### config.mk
export PLATFORM = sky130hd
export DESIGN_NAME = nsnrlatch_ctrl
export DESIGN_NICKNAME = d
export VERILOG_FILES = /design/src/rtl/nsnrlatch_ctrl.sv
export SDC_FILE = /design/constraint.sdc
export NUM_CORES = 1
export LEC_CHECK = 0
export CAP_MARGIN = 0
export CORE_AREA = 2 2 66 68
export CTS_CLUSTER_SIZE = 40
export DETAILED_ROUTE_END_ITERATION = 7
export DIE_AREA = 0 0 68 70
export GPL_TIMING_DRIVEN = 0
export PLACE_DENSITY = 0.77
export SLEW_MARGIN = 20
export SYNTH_ARGS = -nofsm -noshare
export SYNTH_HDL_FRONTEND = slang
export SYNTH_SLANG_ARGS = --single-unit
### constraint.sdc
create_clock -name ck -period 2.48 [get_ports ck]
set_input_delay 0.496 -clock ck [delete_from_list [all_inputs] [get_ports ck]]
set_output_delay 0.496 -clock ck [all_outputs]
set_load 0.05 [all_outputs]
### src/rtl/nsnrlatch_ctrl.sv
// rtl/nsnrlatch_ctrl.sv - round-robin pulse sequencer for a bank of active-low set/reset latches
// Optional q readback check after each write: define NSNRLATCH_CTRL_VERIFY_EN.
module nsnrlatch_ctrl #(
  parameter int NREQ = 4,
  parameter int NLAT = 8,
  parameter int IW   = 3,
  parameter int PW   = 2,
  parameter int GAP  = 1
) (
  input  logic               ck,
  input  logic               nrst,
  input  logic [NREQ-1:0]    req,
  input  logic [NREQ-1:0]    req_op,
  input  logic [NREQ*IW-1:0] req_idx,
  output logic [NREQ-1:0]    ack,
  output logic [NLAT-1:0]    lat_nset,
  output logic [NLAT-1:0]    lat_nrst,
  input  logic [NLAT-1:0]    lat_q,
  output logic               busy,
  output logic               err
);

  localparam int RW   = (NREQ > 1) ? $clog2(NREQ) : 1;
  localparam int CMAX = (PW > GAP) ? PW : GAP;
  localparam int CW   = $clog2(CMAX + 1);

  typedef enum logic [1:0] {S_IDLE, S_PULSE, S_DONE, S_RECOVER} state_t;

  state_t          r_state, w_state_nxt;
  logic [CW-1:0]   r_cnt, w_cnt_nxt;
  logic [RW-1:0]   r_ptr, w_ptr_nxt;
  logic [RW-1:0]   r_win, w_win_nxt;
  logic            r_op, w_op_nxt;
  logic [IW-1:0]   r_idx, w_idx_nxt;
  logic            r_oor, w_oor_nxt;
  logic            w_err_set;
  logic            w_q_bad;
  logic            w_found;
  logic [RW-1:0]   w_pick;
  logic [RW-1:0]   w_cand;
  logic [IW-1:0]   w_pick_idx;
  logic [NLAT-1:0] w_sel;
  logic [NREQ-1:0] w_ack_nxt;
  logic [NLAT-1:0] r_nset, r_nrst;
  logic [NREQ-1:0] r_ack;
  logic            r_busy, r_err;

  function automatic logic [RW-1:0] wrap_add(input logic [RW-1:0] p, input int k);
    int s;
    s = int'(p) + k;
    if (s >= NREQ) s = s - NREQ;
    return RW'(s);
  endfunction

  // Round-robin search starting at the pointer; first asserted requester wins.
  always_comb begin
    w_found = 1'b0;
    w_pick  = '0;
    w_cand  = '0;
    for (int k = 0; k < NREQ; k++) begin
      w_cand = wrap_add(r_ptr, k);
      if (!w_found && req[w_cand]) begin
        w_found = 1'b1;
        w_pick  = w_cand;
      end
    end
  end

  assign w_pick_idx = req_idx[int'(w_pick)*IW +: IW];

  always_comb begin
    w_state_nxt = r_state;
    w_cnt_nxt   = r_cnt;
    w_ptr_nxt   = r_ptr;
    w_win_nxt   = r_win;
    w_op_nxt    = r_op;
    w_idx_nxt   = r_idx;
    w_oor_nxt   = r_oor;
    w_err_set   = 1'b0;
    case (r_state)
      S_IDLE: begin
        if (w_found) begin
          w_state_nxt = S_PULSE;
          w_cnt_nxt   = CW'(PW - 1);
          w_ptr_nxt   = wrap_add(w_pick, 1);
          w_win_nxt   = w_pick;
          w_op_nxt    = req_op[w_pick];
          w_idx_nxt   = w_pick_idx;
          // Out-of-range grants keep the same ack timing but never drive a line.
          w_oor_nxt   = (int'(w_pick_idx) >= NLAT);
          w_err_set   = w_oor_nxt;
        end
      end
      S_PULSE: begin
        if (r_cnt == '0) w_state_nxt = S_DONE;
        else             w_cnt_nxt   = r_cnt - 1'b1;
      end
      S_DONE: begin
        if (GAP > 0) begin
          w_state_nxt = S_RECOVER;
          w_cnt_nxt   = CW'((GAP > 0) ? GAP - 1 : 0);
        end else begin
          w_state_nxt = S_IDLE;
        end
      end
      S_RECOVER: begin
        if (r_cnt == '0) w_state_nxt = S_IDLE;
        else             w_cnt_nxt   = r_cnt - 1'b1;
      end
      default: w_state_nxt = S_IDLE;
    endcase
  end

  // One-hot line select for the coming cycle; at most one bit can be set.
  always_comb begin
    w_sel = '0;
    for (int i = 0; i < NLAT; i++) begin
      w_sel[i] = (w_state_nxt == S_PULSE) && !w_oor_nxt && (int'(w_idx_nxt) == i);
    end
  end

  always_comb begin
    w_ack_nxt = '0;
    for (int r = 0; r < NREQ; r++) begin
      w_ack_nxt[r] = (w_state_nxt == S_DONE) && (int'(w_win_nxt) == r);
    end
  end

`ifdef NSNRLATCH_CTRL_VERIFY_EN
  // Sampled on the edge that ends the pulse, when q has had PW cycles to settle.
  assign w_q_bad = (r_state == S_PULSE) && (w_state_nxt == S_DONE) && !r_oor &&
                   (lat_q[r_idx] != r_op);
`else
  logic w_unused_lat_q;
  assign w_unused_lat_q = ^lat_q;
  assign w_q_bad        = 1'b0;
`endif

  always_ff @(posedge ck or negedge nrst) begin
    if (!nrst) begin
      r_state <= S_IDLE;
      r_cnt   <= '0;
      r_ptr   <= '0;
      r_win   <= '0;
      r_op    <= 1'b0;
      r_idx   <= '0;
      r_oor   <= 1'b0;
      r_nset  <= '1;
      r_nrst  <= '1;
      r_ack   <= '0;
      r_busy  <= 1'b0;
      r_err   <= 1'b0;
    end else begin
      r_state <= w_state_nxt;
      r_cnt   <= w_cnt_nxt;
      r_ptr   <= w_ptr_nxt;
      r_win   <= w_win_nxt;
      r_op    <= w_op_nxt;
      r_idx   <= w_idx_nxt;
      r_oor   <= w_oor_nxt;
      r_nset  <= ~(w_sel & {NLAT{w_op_nxt}});
      r_nrst  <= ~(w_sel & {NLAT{~w_op_nxt}});
      r_ack   <= w_ack_nxt;
      r_busy  <= (w_state_nxt != S_IDLE);
      r_err   <= r_err | w_err_set | w_q_bad;
    end
  end

  assign lat_nset = r_nset;
  assign lat_nrst = r_nrst;
  assign ack      = r_ack;
  assign busy     = r_busy;
  assign err      = r_err;

endmodule

==> out/results.ini <==
[setup_path]
worst_ep_required_time_ns = 2.70
criticalPathCategory = primary input to register
r2r-end = lat_nrst[7]
arrival_ns = 2.55
reg2reg_depth = 9
r2r_slack_ns = 0.44
crit_path_end_kind = register
crit_chain = clkdlybuf4s50_1 > nand2b_1 > and4b_1 > nor2_4 > buf_12 > mux2_4 > a211oi_4 > buf_12 > inv_4 > nand4_1
critPathMaxFanout = 9
timing.rr.start = r_ptr[0]
critPathMaxStageDelay_ns = 0.55
cpMostUsedCell = buf_12
startpoint_type = primary input
cp_slowest_cell = clkdlybuf4s50_1

[cts]
clk_path_buf_depth = 2
cts-root-buf = clkbuf_8
clk_pin_slew_worst_paths_ns = 0.07
clkSinkCount = 34
h-tree-depth = 2
cts_tree = done
numCtsBuffers = 5
clock_latency_ns = 0.29

[sta]
period_needed_ns = 2.32
fin_crit_sh_pct = 93.6
fin_skew_ns = 0.00857
finalHoldViolCount = 0
fin_ws_ns = 0.160
fmax_ghz = 0.431
final.setup.tns_ns = 0
relSlewSlack_pct = 52.4
rsz0062_at_grt = no
slew_viol_final = 0
report.final.setup_viol = 0
tightest_slew_ns = 0.714

[floorplan]
die_w_um = 68
core_mm2 = 0.00414
num_rows = 24
pin_count = 52
fp.dieH_um = 70
start_util_pct = 37.5
die_area_mm2 = 0.00476

[route]
postRouteAntennaNets = 0
first_iter_violations = 83
viasPerCell = 5.15
drt-pass1-iter-count = 4
drc = 0
wl_um = 3350
routedWlPerCell_um = 14.0
dr_total_vias = 1235

[logic_synthesis]
synth_seq_cells = 34
synth.avg_cell_area_um2 = 11.4
syn_inst = 136
synth.area.top_cells = dfrtp_1 (29%), dfstp_2 (27%), nand4_1 (6.4%)
synth_top_cell_area_share_pct = 29.0
synth_edf_count = 0
synth_area_mm2 = 0.00155
ys_types = 42
seq_area_frac_synth_pct = 56.1
synth_ff_type = dfrtp_1
yosys_warnings = 0
yosysTopAreaCell = dfrtp_1
synth_nets = 167
async_flop_share_pct = 100

[power]
vdd_drop_max_uv = 384
p_leak_nw = 0.950
power.density_mw_per_mm2 = 1190

[placement]
port_buffers = 42
place_inst = 230
gp_congestion = 0.782
dp_worst_setup_slack_ns = -0.468
dp_hpwl_um = 2390

[cells_and_area]
multi_input_area_um2 = 671
final_cell_count_no_fill = 240
regArea_um2 = 871
fillCellCount = 370
nets = 218
area_delta_synth_final_pct = 45.4
antennaDiodeCount = 0
drive_above_1_share_pct = 27.7

[min_path]
hold_class = primary input to async pin

[run]
drv_cap = 0

[global_routing]
antenna_found_initial = 0
track_usage_pct = 15.5
overflow = 0
grt_pass1_wl_um = 5460
first_global_vias = 1208
grt_max_degree = 35

[outcome]
status = finished clean

-- power breakdown --
group	internal, mW	switching [mW]
combinational	0.503	0.796
sequential	0.735	0.0878
clock	0.362	0.204
total	1.60	1.09
-- per-layer routing --
metal | track usage (%) | up-vias | share of wire, %
li1 | - | 590 | -
met1 | 17.7 | 587 | 39
met2 | 26.1 | 52 | 52
met3 | 4.99 | 6 | 7.1
met4 | 6.00 | 0 | 1.4
met5 | 0 | - | 0
-- worst max-delay path: cells and delay by family --
family                 cells  cell delay (ns)
AND/OR/NAND/NOR            4             0.56
buffers and inverters      4             0.92
AO/OA/AOI/OAI              1             0.25
multiplexers               1             0.32
-- Yosys cell counts (all sizes together), types with 2 or more instances --
library cell	number
dfrtp	18
dfstp	16
nand4	16
nand2	11
inv	9
nor2	9
a21oi	6
mux2i	6
buf	4
nand2b	4
nor3	4
nor4	4
o21ai	4
and2	2
o221a	2
o221ai	2
-- worst max path at each step --
stage                       from           to  slack [ns]  cells after the start
after floorplan           req[3]  lat_nrst[5]        0.35                      7
after global placement    req[3]  lat_nrst[7]       -0.39                      8
after detailed placement  req[3]  lat_nrst[7]       -0.47                      8
after CTS                 req[3]  lat_nrst[7]     -0.0003                      9
after global routing      req[0]  lat_nset[6]        0.02                      9
final                     req[2]  lat_nrst[7]        0.16                     10
-- cells in the final DEF (no fill, tap or decap), types with 4 or more instances in the layout --
cell,synthesis,final
nand2b_1,4,4
inv_1,6,6
dfstp_2,16,16
buf_2,3,4
clkbuf_8,0,5
nand4_1,16,16
dfrtp_1,18,18
nand2_1,11,10
mux2i_1,6,4
a21oi_1,6,6
nor2_1,7,7
clkdlybuf4s50_1,0,39
o21ai_0,4,4
-- metrics by stage --
stage	util (%)	instance area, µm²	hold slack (ns)	power (mW)
3_3_place_gp	49.2	2040	0.468	1.98
2_1_floorplan	-	1550	0.200	1.69
6_report	54.5	2260	0.258	2.69
4_1_cts	53.1	2200	0.273	2.65
3_5_place_dp	49.1	2030	0.479	2.01
5_1_grt	54.5	2260	0.304	2.87
-- sequential cells by signal, summed over array words and instances, names as in the netlist --
signal and flops:
ack 4, busy 1, r_ptr 2, r_oor 1, lat_nset 8, r_win 2
r_idx 3, r_state 2, r_op 1, lat_nrst 8, r_cnt 2
-- cell type report --
| cell class | count | area share (%) |
|---|---|---|
| Sequential cell | 34 | 38.6 |
| Inverter | 9 | 1.61 |
| Clock inverter | 2 | 1.72 |
| Timing Repair Buffer | 44 | 20.4 |
| Buffer | 4 | 0.997 |
| Clock buffer | 6 | 4.16 |
| Tap cell | 52 | 2.88 |
| Multi-Input combinational cell | 89 | 29.7 |
-- cell families (layout without fill, tap and decap cells) --
group,count (synthesis),in the layout,share of synthesized area [%]
buffers and inverters,13,65,3.79
other,1,1,0.242
xor gates and xnor gates,2,2,1.13
and+or+nand+nor,59,59,23.0
AOI/OAI and AO/OA,19,19,10.1
DFF,34,34,56.1
adders and majority gates,1,1,0.806
muxes,7,7,4.83
-- what timing repair did --
item,in CTS,in global routing
cloned,0,0
buffers inserted,1,1
setup endpoints to repair,17,21
hold buffers,0,0
pin swaps,1,1
gates resized for setup,4,8
No activity file was read; power rests on OpenSTA's default activity.
